===== config.mk =====
export PLATFORM = sky130hd
export DESIGN_NAME = grid_plot_scheduler
export DESIGN_NICKNAME = d
export VERILOG_FILES = /design/src/rtl/vga_grid_pkg.sv /design/src/rtl/grid_cell_painter.sv /design/src/rtl/grid_plot_scheduler.sv
export SDC_FILE = /design/constraint.sdc
export NUM_CORES = 1
export LEC_CHECK = 0
export BUFFER_PORTS_ARGS = -buffer_cell sky130_fd_sc_hd__clkbuf_2
export CORE_MARGIN = 10
export CORE_UTILIZATION = 50
export CTS_BUF_LIST = sky130_fd_sc_hd__clkbuf_4 sky130_fd_sc_hd__clkbuf_8
export DETAILED_ROUTE_END_ITERATION = 10
export MAX_ROUTING_LAYER = met4
export PLACE_DENSITY = 0.72
export SLEW_MARGIN = 20
export SYNTH_ARGS = -nofsm -noshare
export SYNTH_HDL_FRONTEND = slang
export SYNTH_HIERARCHICAL = 1
export SYNTH_SLANG_ARGS = --single-unit
export TNS_END_PERCENT = 50

===== constraint.sdc =====
create_clock -name CLOCK_50 -period 3 [get_ports CLOCK_50]
set_clock_uncertainty 0.2 [all_clocks]
set_input_delay 0.3 -clock CLOCK_50 [delete_from_list [all_inputs] [get_ports CLOCK_50]]
set_output_delay 0.3 -clock CLOCK_50 [all_outputs]
set_load 0.005 [all_outputs]

===== src/rtl/vga_grid_pkg.sv =====
// Shared constants for the 28x28 drawing grid: geometry, cell colours and
// the scheduler state encoding.
package vga_grid_pkg;

  localparam int GRID_SIZE     = 28;
  localparam int PIXEL_SIZE    = 4;
  localparam int PIX_W         = $clog2(PIXEL_SIZE);
  localparam int GRID_OFFSET_X = 10;
  localparam int GRID_OFFSET_Y = 10;
  localparam int GRID_CELLS    = GRID_SIZE * GRID_SIZE;

  localparam logic [2:0] COL_RED   = 3'b100;
  localparam logic [2:0] COL_BLACK = 3'b000;
  localparam logic [2:0] COL_WHITE = 3'b111;

  localparam logic [2:0] ST_IDLE  = 3'd0;
  localparam logic [2:0] ST_FETCH = 3'd1;
  localparam logic [2:0] ST_LATCH = 3'd2;
  localparam logic [2:0] ST_DRAW  = 3'd3;
  localparam logic [2:0] ST_NEXT  = 3'd4;

  // The cursor highlight overrides the painted state of the cell.
  function automatic logic [2:0] pick_colour(input logic on_cursor, input logic painted);
    if (on_cursor) return COL_RED;
    else if (painted) return COL_BLACK;
    else return COL_WHITE;
  endfunction

endpackage


===== src/rtl/grid_cell_painter.sv =====
// Emits one PIXEL_SIZE x PIXEL_SIZE block of framebuffer plots for a cell,
// x offset fastest; done marks the final plot of the block.
module grid_cell_painter
  import vga_grid_pkg::*;
(
  input  logic       CLOCK_50,
  input  logic       resetn,
  input  logic       start,
  input  logic [4:0] cx,
  input  logic [4:0] cy,
  input  logic [2:0] colour,
  output logic [7:0] vga_x,
  output logic [6:0] vga_y,
  output logic [2:0] vga_colour,
  output logic       vga_plot,
  output logic       done
);

  logic [PIX_W-1:0] px;
  logic [PIX_W-1:0] py;

  assign done = vga_plot && (px == '1) && (py == '1);

  always_ff @(posedge CLOCK_50 or negedge resetn) begin
    if (!resetn) begin
      vga_x      <= '0;
      vga_y      <= '0;
      vga_colour <= '0;
      vga_plot   <= 1'b0;
      px         <= '0;
      py         <= '0;
    end else if (start) begin
      vga_x      <= 8'(GRID_OFFSET_X) + (8'(cx) << PIX_W);
      vga_y      <= 7'(GRID_OFFSET_Y) + (7'(cy) << PIX_W);
      vga_colour <= colour;
      vga_plot   <= 1'b1;
      px         <= '0;
      py         <= '0;
    end else if (vga_plot) begin
      // Coordinates stay on the last plotted pixel once the block completes.
      if (done) begin
        vga_plot <= 1'b0;
      end else if (px == '1) begin
        px    <= '0;
        py    <= py + 1'b1;
        vga_x <= vga_x - 8'(PIXEL_SIZE - 1);
        vga_y <= vga_y + 1'b1;
      end else begin
        px    <= px + 1'b1;
        vga_x <= vga_x + 1'b1;
      end
    end
  end

endmodule


===== src/rtl/grid_plot_scheduler.sv =====
// Arbitrates full-grid redraws and single-cell updates onto the single
// vga_adapter plot port, fetching each cell's painted flag before drawing.
module grid_plot_scheduler
  import vga_grid_pkg::*;
(
  input  logic       CLOCK_50,
  input  logic       resetn,
  input  logic       redraw_req,
  input  logic       upd_valid,
  output logic       upd_ready,
  input  logic [4:0] upd_x,
  input  logic [4:0] upd_y,
  input  logic [4:0] cursor_x,
  input  logic [4:0] cursor_y,
  output logic [9:0] mem_addr,
  input  logic       mem_rdata,
  output logic [7:0] vga_x,
  output logic [6:0] vga_y,
  output logic [2:0] vga_colour,
  output logic       vga_plot,
  output logic       busy,
  output logic       redraw_done
);

  logic [2:0] state;
  logic       full_mode;
  logic       pending;
  logic       rdy_en;
  logic       oob;
  logic [4:0] cx;
  logic [4:0] cy;
  logic       last_cell;
  logic       paint_start;
  logic       painter_done;
  logic [2:0] cell_colour;

  assign busy        = (state != ST_IDLE);
  // rdy_en keeps upd_ready low until the first clock after reset release.
  assign upd_ready   = rdy_en && (state == ST_IDLE) && !pending && !redraw_req;
  assign last_cell   = (cx == 5'(GRID_SIZE - 1)) && (cy == 5'(GRID_SIZE - 1));
  assign redraw_done = (state == ST_NEXT) && last_cell && !pending;
  assign paint_start = (state == ST_LATCH) && !oob;
  assign cell_colour = pick_colour((cx == cursor_x) && (cy == cursor_y), mem_rdata);

  always_ff @(posedge CLOCK_50 or negedge resetn) begin
    if (!resetn) begin
      state     <= ST_IDLE;
      full_mode <= 1'b0;
      pending   <= 1'b0;
      rdy_en    <= 1'b0;
      oob       <= 1'b0;
      cx        <= '0;
      cy        <= '0;
      mem_addr  <= '0;
    end else begin
      rdy_en <= 1'b1;
      if (redraw_req) pending <= 1'b1;
      case (state)
        ST_IDLE: begin
          if (pending || redraw_req) begin
            full_mode <= 1'b1;
            pending   <= 1'b0;
            oob       <= 1'b0;
            cx        <= '0;
            cy        <= '0;
            mem_addr  <= '0;
            state     <= ST_FETCH;
          end else if (upd_valid && upd_ready) begin
            full_mode <= 1'b0;
            oob       <= (upd_x >= 5'(GRID_SIZE)) || (upd_y >= 5'(GRID_SIZE));
            cx        <= upd_x;
            cy        <= upd_y;
            mem_addr  <= 10'(upd_y) * 10'(GRID_SIZE) + 10'(upd_x);
            state     <= ST_FETCH;
          end
        end
        ST_FETCH: state <= ST_LATCH;
        // Out-of-grid updates are dropped here without plotting.
        ST_LATCH: state <= oob ? ST_IDLE : ST_DRAW;
        ST_DRAW: begin
          if (painter_done) state <= full_mode ? ST_NEXT : ST_IDLE;
        end
        ST_NEXT: begin
          if (pending) begin
            pending  <= redraw_req;
            cx       <= '0;
            cy       <= '0;
            mem_addr <= '0;
            state    <= ST_FETCH;
          end else if (last_cell) begin
            state <= ST_IDLE;
          end else begin
            // Row-major walk, so the memory address simply increments.
            if (cx == 5'(GRID_SIZE - 1)) begin
              cx <= '0;
              cy <= cy + 1'b1;
            end else begin
              cx <= cx + 1'b1;
            end
            mem_addr <= mem_addr + 1'b1;
            state    <= ST_FETCH;
          end
        end
        default: state <= ST_IDLE;
      endcase
    end
  end

  grid_cell_painter u_painter (
    .CLOCK_50   (CLOCK_50),
    .resetn     (resetn),
    .start      (paint_start),
    .cx         (cx),
    .cy         (cy),
    .colour     (cell_colour),
    .vga_x      (vga_x),
    .vga_y      (vga_y),
    .vga_colour (vga_colour),
    .vga_plot   (vga_plot),
    .done       (painter_done)
  );

endmodule


==> impl_metrics.json, run 1 <==
{
  "grt_use_met2_pct": 25.80,
  "fin_crit_ps": 2666,
  "placedCellCount": 565,
  "dr_total_vias": 3313,
  "synth_top_cells_by_count": "50 x dfrtp_1, 45 x nand2_1, 40 x o21ai_0",
  "numCtsBuffers": 5,
  "cts_root_buffer": "clkbuf_8",
  "wl_per_cell_um": 16.02,
  "h-tree-depth": 2,
  "syn_area_mm2": 0.003709,
  "placementRows": 31,
  "start_util_pct": 51.40,
  "num-nets-final": 527,
  "async_flop_share_pct": 100.0,
  "synth_top_area_share_pct": 33.74,
  "clockPowerShare_pct": 12.1,
  "use_met1_pct": 21.07,
  "clk_latency_ps": 310,
  "power_density_mw_per_mm2": 817.8,
  "yosysMostFrequentCell": "dfrtp_1",
  "cts_tree": "yes",
  "gr-max-usage-layer": "met2",
  "finalCritPeriodShare_pct": 88.87,
  "cp-end-kind": "primary output",
  "drtPass1Iterations": 4,
  "fmax_ghz": 0.3751,
  "coreArea_mm2": 0.007214,
  "setup_viol": 0,
  "p_switching_mw": 1.541,
  "clockBufferDepth": 2,
  "cap_violations": 0,
  "finalMaxSlewViolations": 0,
  "synth_cells": 426,
  "antenna_cells": 0,
  "met3_usage_pct": 3.502,
  "antenna_found_initial": 0,
  "arrival_ps": 2170,
  "die_w_um": 106.1,
  "syn-mean-instance-area_um2": 8.706,
  "synthToLayoutAreaGrowth_pct": 11.74,
  "critical_path_class": "flop to primary output",
  "pin_count": 57,
  "hpwl_mm": 7.003,
  "power_frac_seq_pct": 40.9,
  "yosys_register_bits": 50,
  "switching_share_pct": 45.47,
  "p_comb_share_pct": 47.0,
  "fillCellCount": 672,
  "p_int_mw": 1.848,
  "path_cells": "ha_1 > nand4b_1 > or4_1 > nor2_1 > clkbuf_2",
  "ys.flop_type": "dfrtp_1",
  "die_h_um": 106.1,
  "io_buffers": 56,
  "via_per_inst": 5.772,
  "grt_overflow": 0,
  "ir_drop_uv": 319.7,
  "instances_no_fill": 574,
  "worst_slew_pin_slew_ps": 602.8,
  "gp_congestion": 0.8619,
  "crit_slowest_cell": "or4_1",
  "first_global_vias": 3226,
  "ys_types": 62,
  "p_total_mw": 3.389,
  "path_max_fanout": 7,
  "routed_wirelength_mm": 9.197,
  "grt_usage_pct": 16.68,
  "max_stage_delay_ps": 630,
  "seq_area_frac_synth_pct": 33.74,
  "yosys_warnings": 6,
  "start_kind": "flop",
  "cts.sinks": 50,
  "drive_gt1_share_pct": 17.47,
  "clkTransAtPathRegs_ps": 100,
  "hp-class": "primary input to flop",
  "synth_edf_count": 0,
  "drt_iter0_drc": 216,
  "final_hold_viol_count": 0,
  "synth_nets": 479,
  "grt_setup_unrepaired": "false",
  "worstPathRequired_ps": 2500,
  "remaining_drc_errors": 0,
  "grt_pass1_wl_mm": 15.39,
  "synth_top_cell_by_area": "dfrtp_1",
  "grt_max_degree": 30,
  "leakage_nw": 1.839,
  "slew_headroom_pct": 59.81,
  "outcome": "complete, no violations",
  "finalSetupTns_ps": 0,
  "ant_nets": 0,
  "yosys-top-cells-area": "dfrtp_1 34%, ha_1 7.4%, o21ai_0 5.4%",
  "cts_resized": 0,
  "die_area_mm2": 0.01126
}
==> cells in the final DEF, fill, tap and decap left out, types with 3 or more instances in the layout <==
master and instances:
and3_1 7, o41ai_1 3, and2_1 5, nand2_1 45, a21oi_1 32, nor3_1 9
a31oi_1 7, fa_1 6, nand3_1 10, nand4b_1 3, nand2b_1 5, ha_1 22
nand4_1 3, mux2_2 3, buf_4 6, a22oi_1 4, clkbuf_8 5, a41oi_1 4
nor4_1 3, nor3b_1 6, inv_1 18, nand3b_1 3, or4_1 3, o21ai_0 40
clkbuf_2 56, nor2_1 32, dfrtp_1 50, o31ai_1 3, xor2_1 15, xnor2_1 20
==> what timing repair did <==
| item | CTS | global route |
|---|---|---|
| setup buffers | 0 | 0 |
| endpoints found under the hold margin | 15 | 0 |
| hold buffers | 1 | 0 |
| endpoints found under the setup margin | 0 | 0 |
==> path summary, 6_finish.rpt <==
| check | start | end | slack [ps] | cells after the start |
|---|---|---|---|---|
| setup / recovery | cx[1] | redraw_done | 330 | 5 |
| hold / removal | redraw_req | pending | 20 | 3 |
| setup reg to reg | cx[1] | mem_addr[7] | 490 | 6 |
| hold reg to reg | u_painter/vga_colour[2] | u_painter/vga_colour[2] | 320 | 1 |
| max in group asynchronous | resetn | cy[2] | 1840 | 3 |
| min in group asynchronous | resetn | u_painter/vga_x[3] | 180 | 2 |
==> kinds of logic after synthesis <==
| logic type | Yosys count | share of synthesized area, % |
|---|---|---|
| simple gates | 150 | 21.15 |
| compound gates | 117 | 19.60 |
| flops | 50 | 33.74 |
| buf+inv | 40 | 5.026 |
| xor+xnor | 35 | 8.266 |
| fa+ha+maj | 28 | 10.66 |
| mux | 5 | 1.451 |
| other cells | 1 | 0.1011 |
==> cell type report <==
type                            count  area [um2]  area share (%)
Clock buffer                        5       68.82           1.661
Clock inverter                      3       21.27          0.5133
Inverter                           18       67.56           1.630
Multi-Input combinational cell    336        2276           54.92
Sequential cell                    50        1251           30.19
Tap cell                           99       123.9           2.989
Timing Repair Buffer               63       335.3           8.092
==> power groups by stage <==
stage	Combinational [mW]	Sequential, mW	Clock [mW]
2_1_floorplan	1.26	1.25	0
3_3_place_gp	1.54	1.38	0
3_5_place_dp	1.60	1.39	0
4_1_cts	1.60	1.38	0.418
5_1_grt	1.82	1.45	0.449
6_report	1.59	1.39	0.410
==> layer usage <==
metal  share of wire (%)  routed length [um]
met3                 5.4                 494
met2                  46                4245
met4                 2.1                 189
met5                   0                   0
met1                  46                4268
==> state kept, by name, summed over array words and instances, names as in the netlist <==
signal                flops
u_painter/py              2
u_painter/vga_x           8
full_mode                 1
u_painter/vga_colour      3
pending                   1
rdy_en                    1
u_painter/vga_y           7
mem_addr                 10
u_painter/vga_plot        1
u_painter/px              2
cy                        5
state                     3
oob                       1
cx                        5
==> per-stage QoR <==
| stage | hold WS, ps | utilization (%) | instance area, um2 | worst slack, ps |
|---|---|---|---|---|
| 2_1_floorplan | -195.6 | - | 3709 | 517.2 |
| 3_3_place_gp | -19.01 | 56.05 | 4044 | 238.5 |
| 3_5_place_dp | -17.52 | 56.05 | 4044 | 63.48 |
| 4_1_cts | 16.16 | 57.44 | 4144 | 347.2 |
| 5_1_grt | 27.62 | 57.44 | 4144 | 165.9 |
| 6_report | 18.00 | 57.44 | 4144 | 333.9 |
==> worst max-delay path: cells and delay by family (launching register included) <==
kind,cells,cell delay (ps)
and+or+nand+nor,3,970
DFF,1,510
adders and majority gates,1,270
buffers and inverters,1,120
Power figures use the tool's default switching activity.
==> run 2: changes to the inputs <==
--- a/config.mk
+++ b/config.mk
@@ -6,12 +6,15 @@
 export NUM_CORES = 1
 export LEC_CHECK = 0
 export BUFFER_PORTS_ARGS = -buffer_cell sky130_fd_sc_hd__clkbuf_2
+export CAP_MARGIN = 20
+export CELL_PAD_IN_SITES_DETAIL_PLACEMENT = 0
+export CELL_PAD_IN_SITES_GLOBAL_PLACEMENT = 1
 export CORE_MARGIN = 10
-export CORE_UTILIZATION = 50
+export CORE_UTILIZATION = 45
 export CTS_BUF_LIST = sky130_fd_sc_hd__clkbuf_4 sky130_fd_sc_hd__clkbuf_8
 export DETAILED_ROUTE_END_ITERATION = 10
 export MAX_ROUTING_LAYER = met4
-export PLACE_DENSITY = 0.72
+export PLACE_DENSITY_LB_ADDON = 0.1
 export SLEW_MARGIN = 20
 export SYNTH_ARGS = -nofsm -noshare
 export SYNTH_HDL_FRONTEND = slang
==> run 2 against run 1 <==
  * Flip-flop and latch count unchanged
  * Wire length increased by 3.0%
  * Total power about the same
  * Final area increased by 0.18%
==> impl_metrics.json, run 2 (same netlist as run 1, synthesis figures left out) <==
{
  "outcome": "complete, no violations",
  "finalMaxSlewViolations": 0,
  "start_util_pct": 45.59,
  "power_density_mw_per_mm2": 816.6,
  "hpwl_mm": 7.226,
  "final_hold_viol_count": 0,
  "endpoint": "redraw_done",
  "finalCritPeriodShare_pct": 88.91,
  "dr_total_vias": 3223,
  "pin_count": 57,
  "r2r_cells": 6,
  "top_register": "mem_addr",
  "die_w_um": 110.8,
  "largest_reg_flops": 10,
  "drt_iter0_drc": 118,
  "max_stage_delay_ps": 630,
  "start_kind": "flop",
  "ir_drop_uv": 290.3,
  "placedCellCount": 571,
  "coreArea_mm2": 0.008134,
  "cap_violations": 0,
  "placementRows": 33,
  "setup.worst_path.start": "cx[1]",
  "grt_setup_unrepaired": "false",
  "ff2ff_setup_slack_ps": 480,
  "clockBufferDepth": 2,
  "p_total_mw": 3.390,
  "grt_usage_pct": 15.38,
  "gp_congestion": 0.8309,
  "via_per_inst": 5.557,
  "routed_wirelength_mm": 9.473,
  "drtPass1Iterations": 4,
  "io_buffers": 56,
  "grt_max_degree": 33,
  "worstReg2RegEnd": "mem_addr[7]",
  "fillCellCount": 821,
  "top_regs": "mem_addr: 10 flops, u_painter/vga_x: 8 flops, u_painter/vga_y: 7 flops",
  "wl_per_cell_um": 16.33,
  "crit_slowest_cell": "or4_1",
  "multi_input_area_mm2": 0.002276,
  "die_h_um": 110.8,
  "finalSetupTns_ps": 0,
  "regArea_mm2": 0.001251,
  "path_cells": "ha_1 > nand4b_1 > or4_1 > nor2_1 > clkbuf_2",
  "clk_latency_ps": 310,
  "antenna_cells": 0,
  "clkTransAtPathRegs_ps": 100,
  "fmax_ghz": 0.3749,
  "final_cell_mix": "56 x clkbuf_2, 50 x dfrtp_1, 45 x nand2_1, 40 x o21ai_0",
  "first_global_vias": 3235,
  "final_common_cell": "clkbuf_2",
  "worstPathRequired_ps": 2500,
  "h-tree-depth": 2,
  "num-nets-final": 527,
  "cts_resized": 0,
  "cp-end-kind": "primary output",
  "cts.sinks": 50,
  "leakage_nw": 1.839,
  "numCtsBuffers": 5,
  "worst_slew_pin_slew_ps": 640.7,
  "drive_gt1_share_pct": 17.47,
  "grt_pass1_wl_mm": 15.90,
  "fin_crit_ps": 2667,
  "postCtsSetupBuffers": 0,
  "arrival_ps": 2170,
  "cts_root_buffer": "clkbuf_8",
  "synthToLayoutAreaGrowth_pct": 11.94,
  "setup_viol": 0,
  "path_max_fanout": 7,
  "antenna_found_initial": 0,
  "remaining_drc_errors": 0,
  "critical_path_class": "flop to primary output",
  "die_area_mm2": 0.01227,
  "instances_no_fill": 580,
  "slew_headroom_pct": 57.29,
  "hp-class": "primary input to flop",
  "ant_nets": 0,
  "cts_tree": "yes",
  "grt_overflow": 0,
  "r2r_start": "cx[1]"
}
## run 2: how the worst min path moves through the flow
stage	from	to	slack, ps	depth (start not counted)
global route	redraw_req	pending	60	3
CTS	redraw_req	pending	20	3
detailed placement	resetn	u_painter/vga_x[1]	110	1
floorplan	resetn	cx[0]	-200	0
finish	redraw_req	pending	30	3
global placement	resetn	u_painter/vga_x[1]	100	1
## run 2: metrics by stage
| step | instance area [um2] | hold slack (ps) | util [%] | setup slack (ps) |
|---|---|---|---|---|
| 2_1_floorplan | 3709 | -195.6 | - | 517.2 |
| 3_3_place_gp | 4051 | 97.56 | 49.81 | 238.8 |
| 3_5_place_dp | 4051 | 105.7 | 49.81 | 149.6 |
| 4_1_cts | 4151 | 23.38 | 51.04 | 302.2 |
| 5_1_grt | 4151 | 60.56 | 51.04 | 161.9 |
| 6_report | 4151 | 25.82 | 51.04 | 332.6 |
## run 2: worst max-delay path: cells and delay by family, from the launching register on
kind / cells / cell delay (ps)
simple gates: 3 / 960
buf+inv: 1 / 120
fa+ha+maj: 1 / 270
flops: 1 / 520
## run 2: repair_timing
| item | 4_1_cts | 5_1_grt |
|---|---|---|
| hold endpoints to repair | 18 | 0 |
| endpoints found under the setup margin | 0 | 0 |
| hold buffers | 1 | 0 |
## run 2: cell type report
cell class	instances	area share, %
multi-input cells	336	54.82
flip-flops and latches	50	30.14
repair buffers	63	8.077
well taps	105	3.165
clock buffers	5	1.658
inverters	18	1.627
clock inverters	3	0.5124
## run 2: metal layers
layer | global-route usage (%) | vias to the layer above | share of wire, %
met4 | 4.253 | 0 | 1.5
met3 | 2.597 | 14 | 3.2
met2 | 25.79 | 63 | 49
met5 | - | - | 0
li1 | - | 1614 | -
met1 | 18.59 | 1532 | 46
## run 2: power breakdown
| group | leakage [nW] | internal [mW] | switching, mW |
|---|---|---|---|
| clock network | 0.0441 | 0.165 | 0.248 |
| logic | 1.16 | 0.739 | 0.843 |
| registers | 0.634 | 0.951 | 0.445 |
==> run 3: changes to the inputs <==
==> constraint.sdc (replaced) <==
create_clock -name CLOCK_50 -period 3 [get_ports CLOCK_50]
set_clock_uncertainty 0.2 [all_clocks]
set_input_delay 0.6 -clock CLOCK_50 [delete_from_list [all_inputs] [get_ports CLOCK_50]]
set_output_delay 0.6 -clock CLOCK_50 [all_outputs]
set_load 0.005 [all_outputs]
==> run 3 against run 2 <==
  * Flip-flop and latch count unchanged
  * Sequential share of layout area decreased by 0.49 points
  * Combinational power is 4% higher
  * Critical path type unchanged
  * Total power rose by 2.0%
  * Wire length rose by 2.1%
  * Die area did not move
  * Sequential power is essentially flat
  * First-iteration DRC count increased by 93%
  * Setup slack lost 96 ps
  * Clock-buffer cell count stayed put
  * Clock power is 3% higher
  * Utilization rose by 0.85 points
==> impl_metrics.json, run 3 (same netlist as run 1, synthesis figures left out) <==
{
  "path_cells": "ha_1 > nand4b_1 > or4_1 > nor2_1 > clkbuf_2",
  "fin_area_mm2": 0.004220,
  "drt_iter0_drc": 228,
  "grt_usage_pct": 15.58,
  "leakage_nw": 1.885,
  "hpwl_mm": 7.351,
  "die_area_mm2": 0.01227,
  "crit_slowest_cell": "or4_1",
  "p_comb_share_pct": 47.8,
  "p_total_mw": 3.459,
  "p_switching_mw": 1.572,
  "postCtsHoldBufs": 0,
  "final_cell_mix": "56 x clkbuf_2, 50 x dfrtp_1, 45 x nand2_1, 40 x o21ai_0",
  "clk_latency_ps": 310,
  "die_h_um": 110.8,
  "top_register": "mem_addr",
  "cts_root_buffer": "clkbuf_8",
  "cts_resized": 0,
  "switching_share_pct": 45.46,
  "slew_headroom_pct": 49.14,
  "ant_nets": 0,
  "top_layer": "met4",
  "worstPathRequired_ps": 2200,
  "start_kind": "flop",
  "power_frac_seq_pct": 39.9,
  "p_int_mw": 1.887,
  "via_per_inst": 5.603,
  "path_max_fanout": 5,
  "coreArea_mm2": 0.008134,
  "first_global_vias": 3374,
  "arrival_ps": 1960,
  "numCtsBuffers": 5,
  "dr_total_vias": 3300,
  "grt_pass1_wl_mm": 16.24,
  "cap_violations": 0,
  "worst_slew_pin_slew_ps": 762.9,
  "worst_slack_ps": 236.9,
  "postCtsSetupBuffers": 0,
  "setup_viol": 0,
  "fmax_ghz": 0.3619,
  "post-place-ws_ps": -20.91,
  "io_buffers": 56,
  "gp_congestion": 0.8507,
  "final_hold_viol_count": 0,
  "hp-class": "primary input to asynchronous set/reset pin",
  "clkTransAtPathRegs_ps": 110,
  "drtPass1Iterations": 4,
  "synthToLayoutAreaGrowth_pct": 13.80,
  "finalMaxSlewViolations": 0,
  "wl_met1_mm": 4.582,
  "fin_crit_ps": 2763,
  "top_regs": "mem_addr: 10 flops, u_painter/vga_x: 8 flops, u_painter/vga_y: 7 flops",
  "grt_setup_unrepaired": "false",
  "outcome": "complete, no violations",
  "pin_count": 57,
  "antenna_found_initial": 0,
  "max_stage_delay_ps": 620,
  "met2WireLength_mm": 4.778,
  "postPlaceCellArea_mm2": 0.004126,
  "clockBufferDepth": 2,
  "grt_max_degree": 30,
  "drive_gt1_share_pct": 19.21,
  "h-tree-depth": 2,
  "power_density_mw_per_mm2": 819.6,
  "cp-end-kind": "primary output",
  "wl_per_cell_um": 16.42,
  "remaining_drc_errors": 0,
  "cts.sinks": 50,
  "routed_wirelength_mm": 9.669,
  "finalCritPeriodShare_pct": 92.10,
  "placementRows": 33,
  "largest_reg_flops": 10,
  "num-nets-final": 536,
  "final_common_cell": "clkbuf_2",
  "cts_tree": "yes",
  "die_w_um": 110.8,
  "critical_path_class": "flop to primary output",
  "clockPowerShare_pct": 12.3,
  "final_core_util_pct": 51.88,
  "grt_overflow": 0,
  "start_util_pct": 45.59,
  "antenna_cells": 0,
  "finalSetupTns_ps": 0,
  "ir_drop_uv": 318.1,
  "ff2ff_setup_slack_ps": 560,
  "met3WireLength_um": 242
}
[run 3: cell types whose count changed in the layout (fill, tap and decap cells not counted)]
cell	previous run	this run
buf_4	6	16
dlygate4sd3_1	1	0
clkinv_2	1	0
inv_6	0	1
[run 3: layout make-up]
cell class                 count  area [um2]
multi-input combinational    336        2276
tap                          105       131.4
fill                         778        3914
inverter                      18       67.56
clock inverter                 3       25.02
timing repair buffer          72       400.4
sequential                    50        1251
clock buffer                   5       68.82
[run 3: per-stage QoR]
step                cells  hold slack (ps)
detailed placement    581            298.3
global route          589            191.5
floorplan             426            104.4
finish                589            139.2
global placement      581            290.9
CTS                   589            171.1
[run 3: power groups by stage]
stage,registers [mW],logic (mW),clock network [mW]
global route,1.44,1.87,0.466
finish,1.38,1.65,0.426
floorplan,1.25,1.26,0
CTS,1.38,1.66,0.437
detailed placement,1.39,1.65,0
global placement,1.38,1.62,0
[run 3: critical path: cells and delay by family, from the launching register on]
| family | cells | cell delay, ps |
|---|---|---|
| adders and majority gates | 1 | 220 |
| and+or+nand+nor | 3 | 950 |
| DFF | 1 | 360 |
| buffers and inverters | 1 | 120 |
[run 3: routing by layer]
| layer | vias up | track usage, % |
|---|---|---|
| met5 | - | - |
| met4 | 0 | 2.865 |
| met3 | 7 | 2.273 |
| met2 | 49 | 26.53 |
| met1 | 1604 | 19.26 |
| li1 | 1640 | - |
[run 3: final timing paths]
path                                    startpoint                      end  cells past startpoint
setup / recovery                             cx[1]              redraw_done                      5
hold / removal                              resetn       u_painter/vga_x[4]                      1
setup reg to reg                             cy[1]              mem_addr[7]                      6
hold reg to reg            u_painter/vga_colour[2]  u_painter/vga_colour[2]                      1
max in group asynchronous                   resetn                      oob                      2
min in group CLOCK_50      u_painter/vga_colour[2]  u_painter/vga_colour[2]                      1
